### src/rtl/async_fifo_wr_ctrl.sv
// Write-side pointer/flag controller for the dual-clock FIFO.
// Define ASYNC_FIFO_WR_LEVEL_EN to build the fill-level / almost-full logic.
module async_fifo_wr_ctrl #(
  parameter int DATA_WIDTH = 8,
  parameter int ADDR_WIDTH = 3,
  parameter int AF_MARGIN  = 1
) (
  input  logic                  W_CLK,
  input  logic                  W_RST,
  input  logic                  wr_inc,
  input  logic                  wr_ovf_clr,
  input  logic [ADDR_WIDTH:0]   gray_rd_ptr_sync,
  output logic [ADDR_WIDTH-1:0] wr_addr,
  output logic                  wr_en,
  output logic [ADDR_WIDTH:0]   gray_wr_ptr,
  output logic                  wr_full,
  output logic                  wr_almost_full,
  output logic [ADDR_WIDTH:0]   wr_level,
  output logic                  wr_overflow
);
  localparam int PW    = ADDR_WIDTH + 1;
  localparam int DEPTH = 1 << ADDR_WIDTH;

  if (ADDR_WIDTH < 2 || DATA_WIDTH < 1 || AF_MARGIN < 0 || AF_MARGIN >= DEPTH) begin : g_bad_param
    $error("async_fifo_wr_ctrl: illegal parameter set");
  end

  logic [PW-1:0] r_bin;
  logic [PW-1:0] r_gray;
  logic          r_ovf;
  logic [PW-1:0] w_bin_next;
  logic          w_full;
  logic          w_en;

  // Full: top two Gray bits inverted, the rest equal (writer one lap ahead).
  assign w_full     = (r_gray[PW-1:PW-2] == ~gray_rd_ptr_sync[PW-1:PW-2]) &&
                      (r_gray[PW-3:0]    ==  gray_rd_ptr_sync[PW-3:0]);
  assign w_en       = wr_inc & ~w_full;
  assign w_bin_next = r_bin + 1'b1;

  always_ff @(posedge W_CLK or negedge W_RST) begin
    if (!W_RST) begin
      r_bin  <= '0;
      r_gray <= '0;
    end else if (w_en) begin
      r_bin  <= w_bin_next;
      r_gray <= w_bin_next ^ (w_bin_next >> 1);
    end
  end

  // Set beats clear when both land in the same cycle.
  always_ff @(posedge W_CLK or negedge W_RST) begin
    if (!W_RST)                r_ovf <= 1'b0;
    else if (wr_inc && w_full) r_ovf <= 1'b1;
    else if (wr_ovf_clr)       r_ovf <= 1'b0;
  end

`ifdef ASYNC_FIFO_WR_LEVEL_EN
  localparam logic [PW-1:0] DEPTH_P  = PW'(DEPTH);
  localparam logic [PW-1:0] MARGIN_P = PW'(AF_MARGIN);
  logic [PW-1:0] w_rd_bin;
  logic [PW-1:0] w_level;

  always_comb begin
    w_rd_bin[PW-1] = gray_rd_ptr_sync[PW-1];
    for (int i = PW - 2; i >= 0; i--)
      w_rd_bin[i] = w_rd_bin[i+1] ^ gray_rd_ptr_sync[i];
  end

  // Read pointer lags, so this level errs high.
  assign w_level        = r_bin - w_rd_bin;
  assign wr_level       = w_level;
  assign wr_almost_full = (DEPTH_P - w_level) <= MARGIN_P;
`else
  assign wr_level       = '0;
  assign wr_almost_full = w_full;
`endif

  assign wr_addr     = r_bin[ADDR_WIDTH-1:0];
  assign wr_en       = w_en;
  assign gray_wr_ptr = r_gray;
  assign wr_full     = w_full;
  assign wr_overflow = r_ovf;
endmodule
### config.mk
export PLATFORM = sky130hd
export DESIGN_NAME = async_fifo_wr_ctrl
export DESIGN_NICKNAME = d
export VERILOG_FILES = /design/src/rtl/async_fifo_wr_ctrl.sv
export SDC_FILE = /design/constraint.sdc
export NUM_CORES = 1
export LEC_CHECK = 0
export BUFFER_PORTS_ARGS = -buffer_cell sky130_fd_sc_hd__clkbuf_2
export CAP_MARGIN = 10
export CORE_MARGIN = 5
export CORE_UTILIZATION = 31
export DETAILED_ROUTE_END_ITERATION = 10
export PLACE_DENSITY = 0.57
export SYNTH_ARGS = -nofsm -noshare
export SYNTH_HDL_FRONTEND = slang
export SYNTH_SLANG_ARGS = --single-unit
### constraint.sdc
create_clock -name W_CLK -period 1.4 [get_ports W_CLK]
set_input_delay 0.07 -clock W_CLK [delete_from_list [all_inputs] [get_ports W_CLK]]
set_output_delay 0.07 -clock W_CLK [all_outputs]
set_load 0.01 [all_outputs]
==> metrics.txt, run 1 <==
cell area after layout 737.0 um^2; NetSw 0.0006960 W; clk slew on worst S/H paths 0.05 ns; LEAKAGE 0.3844 nW; Main synth FF type dfrtp_1; Synth top area share 0.4211; final setup TNS -1.272 ns; Post-Synthesis Cells 47; via count 416; Antenna Violating Nets Remaining 0; CTS root buf clkbuf_4; fin crit share 1.135; Max Cap Viol 0; clock skew 0.002605 ns; P_int 0.001071 W; die width 49.16 um; Reg2Reg Setup Slack -0.18 ns; VDD IR max 0.001123 V; wire per inst 10.88 um; Initial DRT Pass Iterations 4; RSZ-0062 raised after global routing true; Comb pwr share 0.652; cell taking the most area after synthesis dfrtp_1; worst endpoint required time 1.33 ns; layout cells sized above 1 0.5432; Worst Reg-to-Reg Cells 6; # H-tree levels 1; clock buffer count from CTS 3; first-pass GRT wire length 1697 um; Final Hold Fails 0; initial antenna violation count 0; pin count of the biggest net entering global routing 10; GP Congestion 0.7683; worst-case hold path end point wr_overflow; Power Density 2398 mW/mm^2; CP endpoint kind output pin; Setup crit start kind flop; commonest cells after routing, fill and taps aside clkbuf_2 (16), buf_4 (14), dfrtp_1 (8), xor2_1 (6), nand2_1 (5); failing checks negative setup slack; Worst path slowest cell o41ai_2; final setup vio count 10; Clk Latency, worst-skew pair 0.26 ns; Switching Share 0.3938; GRT Util Overall 0.09473; most common cell after layout, fill and taps aside clkbuf_2; Syn-to-layout area delta 55.00%; fin crit period 1.588 ns; pins over their slew limit 0; Detailed Route WL 1055 um; cell area after placement 634.4 um^2; filler instances 147; critical path fanouts, max 2; ANT cells 0; CP peak stage delay 0.40 ns; vias in the first global route 393; reg-to-reg startpoint gray_wr_ptr[0]; number of flops mapped to enable cells by yosys 0; Worst R2R End r_bin[2]; min-delay src wr_inc; Initial Utilization 0.3193; post-synth cell types 15; Hold WC Path Type in -> reg; DRC Markers 0; Layout Nets 92; crit path DAT 1.52 ns; Post-Synthesis Cell Area 475.5 um^2; final core utilization 0.4950; DRT iter0 DRCs 5; Die ar. 0.002417 mm^2; cell row count 14; I/O Pins 23; pre-CTS setup slack -0.1206 ns; clock share of power 0.100; outcome finished with violations; Cells on Worst Hold Path 3; cell chain of the critical path xor2_1 -> o41ai_2 -> buf_4 -> inv_2 -> clkbuf_2; mean cell area of the mapped netlist 10.12 um^2; Die Height 49.16 um; CTS tree done; # clock sinks 8; Setup CP Type reg -> out; post-synthesis register bit count 8; fmax 629.5 MHz; YS warnings 0; total congestion overflow 0; port buffer count 18; clk buf depth 2; part of the power in registers 0.248; routed vias/inst 4.289; ranking of synthesized cells by area dfrtp_1 (42%), xnor2_1 (11%), xor2_1 (11%); final worst slack -0.1885 ns; core area 0.001489 mm^2; Post-synth ARST share 1.000; sequential-to-total area share from yosys stat 0.4211
-- cell families (layout without fill, tap and decap cells) --
family | count (synthesis) | count (layout) | share of synthesized area
buffers and inverters | 9 | 40 | 0.1263
flip-flops | 8 | 8 | 0.4210
other | 1 | 4 | 0.007887
multiplexers | 1 | 1 | 0.02368
XOR/XNOR | 12 | 12 | 0.2211
AO/OA/AOI/OAI | 5 | 5 | 0.07633
AND/OR/NAND/NOR | 10 | 10 | 0.09736
adder cells (fa/ha/maj) | 1 | 1 | 0.02631
-- critical path: cells and delay by family, from the launching register on --
family | cells | cell delay, ns
XOR/XNOR | 1 | 0.16
buffers and inverters | 3 | 0.32
AO/OA/AOI/OAI | 1 | 0.40
flip-flops | 1 | 0.38
-- cell usage after synthesis (all sizes together), types with 2 or more instances --
| library cell | instances |
|---|---|
| nand2 | 6 |
| dfrtp | 8 |
| o21ai | 4 |
| buf | 6 |
| inv | 3 |
| nor2 | 2 |
| xor2 | 6 |
| xnor2 | 6 |
-- registers in the layout, indices dropped and copies added, names as in the netlist --
name,flops
gray_wr_ptr,3
r_bin,4
wr_overflow,1
-- repair_timing --
| action | CTS | global route |
|---|---|---|
| hold buffers | 1 | 1 |
| pin swaps | 3 | 2 |
| resized for setup | 4 | 5 |
| buffers inserted | 4 | 1 |
| endpoints found under the setup margin | 10 | 11 |
| endpoints found under the hold margin | 8 | 1 |
-- metrics by stage --
stage	hold slack (ns)	power, W	std cells
2_1_floorplan	-0.2256	0.001065	50
3_3_place_gp	-0.06921	0.001461	88
3_5_place_dp	-0.06970	0.001464	88
4_1_cts	0.004359	0.001763	96
5_1_grt	0.06511	0.001916	97
6_report	0.07021	0.001767	97
-- worst max path at each step --
stage	from	to	slack, ns	cells past startpoint
final	gray_wr_ptr[0]	wr_en	-0.19	5
after global routing	gray_wr_ptr[0]	wr_en	-0.29	5
after CTS	r_bin[3]	wr_en	-0.20	5
after detailed placement	gray_wr_ptr[0]	r_bin[2]	-0.12	5
after global placement	gray_wr_ptr[0]	r_bin[2]	-0.05	5
after floorplan	gray_wr_ptr[0]	r_bin[1]	-0.09	3
-- per-layer routing --
layer,wire (um),vias to the layer above,global-route usage
li1,-,208,-
met1,435,186,0.1175
met2,467,18,0.1223
met3,118,4,0.03976
met4,34,0,0.08072
met5,0,-,0
-- final cells by class --
type,count,area [um^2],share of cell area
repair buffers,34,215.2,0.2920
well taps,16,20.02,0.02716
multi-input cells,33,267.8,0.3633
clock buffers,3,22.52,0.03056
flip-flops and latches,8,200.2,0.2716
inverters,3,11.26,0.01528
-- power by group through the flow --
stage          clock, W  sequential (W)  combinational (W)
2_1_floorplan         0        0.000526           0.000539
3_3_place_gp          0        0.000429            0.00103
3_5_place_dp          0        0.000434            0.00103
4_1_cts        0.000184        0.000435            0.00114
5_1_grt        0.000196        0.000455            0.00126
6_report       0.000176        0.000439            0.00115
Power figures use the tool's default switching activity.
==> run 2: changes to the inputs <==
SETUP_SLACK_MARGIN = 0.4   (was default)
==> metrics.txt, run 2 (synthesis results as in run 1) <==
outcome finished with violations (unchanged); failing checks negative setup slack (unchanged); DRC Markers 0 (unchanged); via count 409 (was 416); final worst slack -0.2081 ns (was -0.1885 ns); CP bufs+invs 3 (unchanged); DRT iter0 DRCs 3 (was 5); Worst path slowest cell o41ai_2 (unchanged); worst endpoint required time 1.33 ns (about the same); most common cell after layout, fill and taps aside clkbuf_2 (unchanged); Syn-to-layout area delta 63.95% (was 55.00%); most flop-heavy register r_bin (unchanged); P_int 0.001187 W (was 0.001071 W); Hold WC Path Type in -> reg (unchanged); ANT cells 0 (unchanged); Initial DRT Pass Iterations 2 (was 4); cell chain of the critical path xor2_1 -> o41ai_2 -> buf_4 -> inv_2 -> clkbuf_2 (unchanged); port buffer count 18 (unchanged); total congestion overflow 0 (unchanged); routed vias/inst 4.173 (was 4.289); Antenna Violating Nets Remaining 0 (unchanged); pre-CTS setup slack -0.1127 ns (was -0.1206 ns); fmax 621.8 MHz (was 629.5 MHz); Max Cap Viol 0 (unchanged); Power Density 2476 mW/mm^2 (was 2398 mW/mm^2); delay-heaviest family, CP compound AO/OA/AOI/OAI gates (unchanged); clock skew 0.01350 ns (was 0.002605 ns); cell area after placement 615.6 um^2 (was 634.4 um^2); Setup crit start kind flop (unchanged); Detailed Route WL 1103 um (was 1055 um); LEAKAGE 0.3966 nW (was 0.3844 nW); I/O Pins 23 (unchanged); Setup CP Type reg -> out (unchanged); Final Hold Fails 0 (unchanged); cell area after layout 779.5 um^2 (was 737.0 um^2); GRT Util Overall 0.09774 (was 0.09473); VDD IR max 0.001124 V (was 0.001123 V); CTS root buf clkbuf_4 (unchanged); Met3 Wirelength 87 um (was 118 um); die width 49.16 um (unchanged); vias in the first global route 431 (was 393); clk slew on worst S/H paths 0.05 ns (about the same); Die Height 49.16 um (unchanged); first-pass GRT wire length 1849 um (was 1697 um); final setup TNS -1.387 ns (was -1.272 ns); # clock sinks 8 (unchanged); Comb pwr share 0.665 (was 0.652); pins over their slew limit 0 (unchanged); metal1 wirelength 486 um (was 435 um); # H-tree levels 1 (unchanged); final setup vio count 10 (unchanged); fin crit share 1.149 (was 1.135); clock share of power 0.099 (was 0.100); Switching Share 0.3848 (was 0.3938); pin count of the biggest net entering global routing 10 (unchanged); NetSw 0.0007426 W (was 0.0006960 W); fin crit period 1.608 ns (was 1.588 ns); layout cells sized above 1 0.5488 (was 0.5432); CP endpoint kind output pin (unchanged); hpwl dp 842.1 um; met2 WL 514 um (was 467 um); filler instances 145 (was 147); Layout Nets 92 (unchanged); final core utilization 0.5235 (was 0.4950); clock buffer count from CTS 3 (unchanged); part of the power in registers 0.235 (was 0.248); CTS tree done (unchanged); commonest cells after routing, fill and taps aside clkbuf_2 (13), buf_4 (9), buf_6 (8), dfrtp_1 (7), nand2_1 (6) (was clkbuf_2 (16), buf_4 (14), dfrtp_1 (8), xor2_1 (6), nand2_1 (5)); core area 0.001489 mm^2 (unchanged); Clk Latency, worst-skew pair 0.26 ns (about the same); wire per inst 11.26 um (was 10.88 um); cell row count 14 (unchanged); critical path fanouts, max 2 (unchanged); clk buf depth 2 (unchanged); crit path DAT 1.54 ns (was 1.52 ns); Initial Utilization 0.3193 (unchanged); initial antenna violation count 0 (unchanged); RSZ-0062 raised after global routing true (unchanged); highest metal used met4 (unchanged); CP peak stage delay 0.41 ns (was 0.40 ns); GP Congestion 0.7732 (was 0.7683); Die ar. 0.002417 mm^2 (unchanged); max FFs per register 4 (unchanged)
## run 2: power groups by stage
stage                     sequential, W  clock, W  combinational [W]
after floorplan                0.000529         0           0.000530
after global placement         0.000431         0           0.000990
after detailed placement       0.000441         0           0.000998
after CTS                      0.000441  0.000193            0.00111
after global routing           0.000472  0.000208            0.00139
final                          0.000454  0.000192            0.00128
## run 2: cell type report
class	count	area (um^2)	share of cell area
clock buffers	4	26.28	0.03371
well taps	16	20.02	0.02568
flip-flops and latches	8	201.4	0.2584
multi-input cells	33	267.8	0.3435
inverters	3	11.26	0.01445
repair buffers	34	252.7	0.3242
## run 2: worst paths after layout
kind | end | startpoint | depth (start not counted) | slack (ns)
setup / recovery | wr_en | gray_wr_ptr[0] | 5 | -0.21
hold / removal | wr_overflow | wr_inc | 3 | 0.08
hold reg to reg | wr_overflow | wr_overflow | 2 | 0.51
setup reg to reg | r_bin[2] | gray_wr_ptr[0] | 6 | -0.19
max in group asynchronous | r_bin[1] | W_RST | 2 | 1.03
min in group asynchronous | r_bin[2] | W_RST | 2 | 0.18
## run 2: metrics by stage
stage               total power (W)  std cells  hold WS [ns]
floorplan                  0.001060         50       -0.2256
global placement           0.001421         86      -0.07296
detailed placement         0.001438         86      -0.06821
CTS                        0.001747         95       0.02112
global route               0.002074         98       0.09745
finish                     0.001930         98       0.08384
## run 2: repair_timing
action | 4_1_cts | 5_1_grt
pin swaps | 2 | 4
hold buffers | 1 | 1
hold endpoints to repair | 8 | 1
resized for setup | 4 | 16
buffers inserted | 4 | 2
endpoints found under the setup margin | 12 | 16
## run 2: layer usage
| metal | vias up | track usage |
|---|---|---|
| met5 | - | 0 |
| met4 | 0 | 0.05381 |
| met3 | 4 | 0.02446 |
| met2 | 19 | 0.1652 |
| met1 | 173 | 0.1097 |
| li1 | 213 | - |
## run 2: worst min-delay path, delay by kind of cell
family | cells | cell delay, ns
AOI/OAI and AO/OA | 1 | 0.06
and+or+nand+nor | 1 | 0.06
buffers and inverters | 1 | 0.10
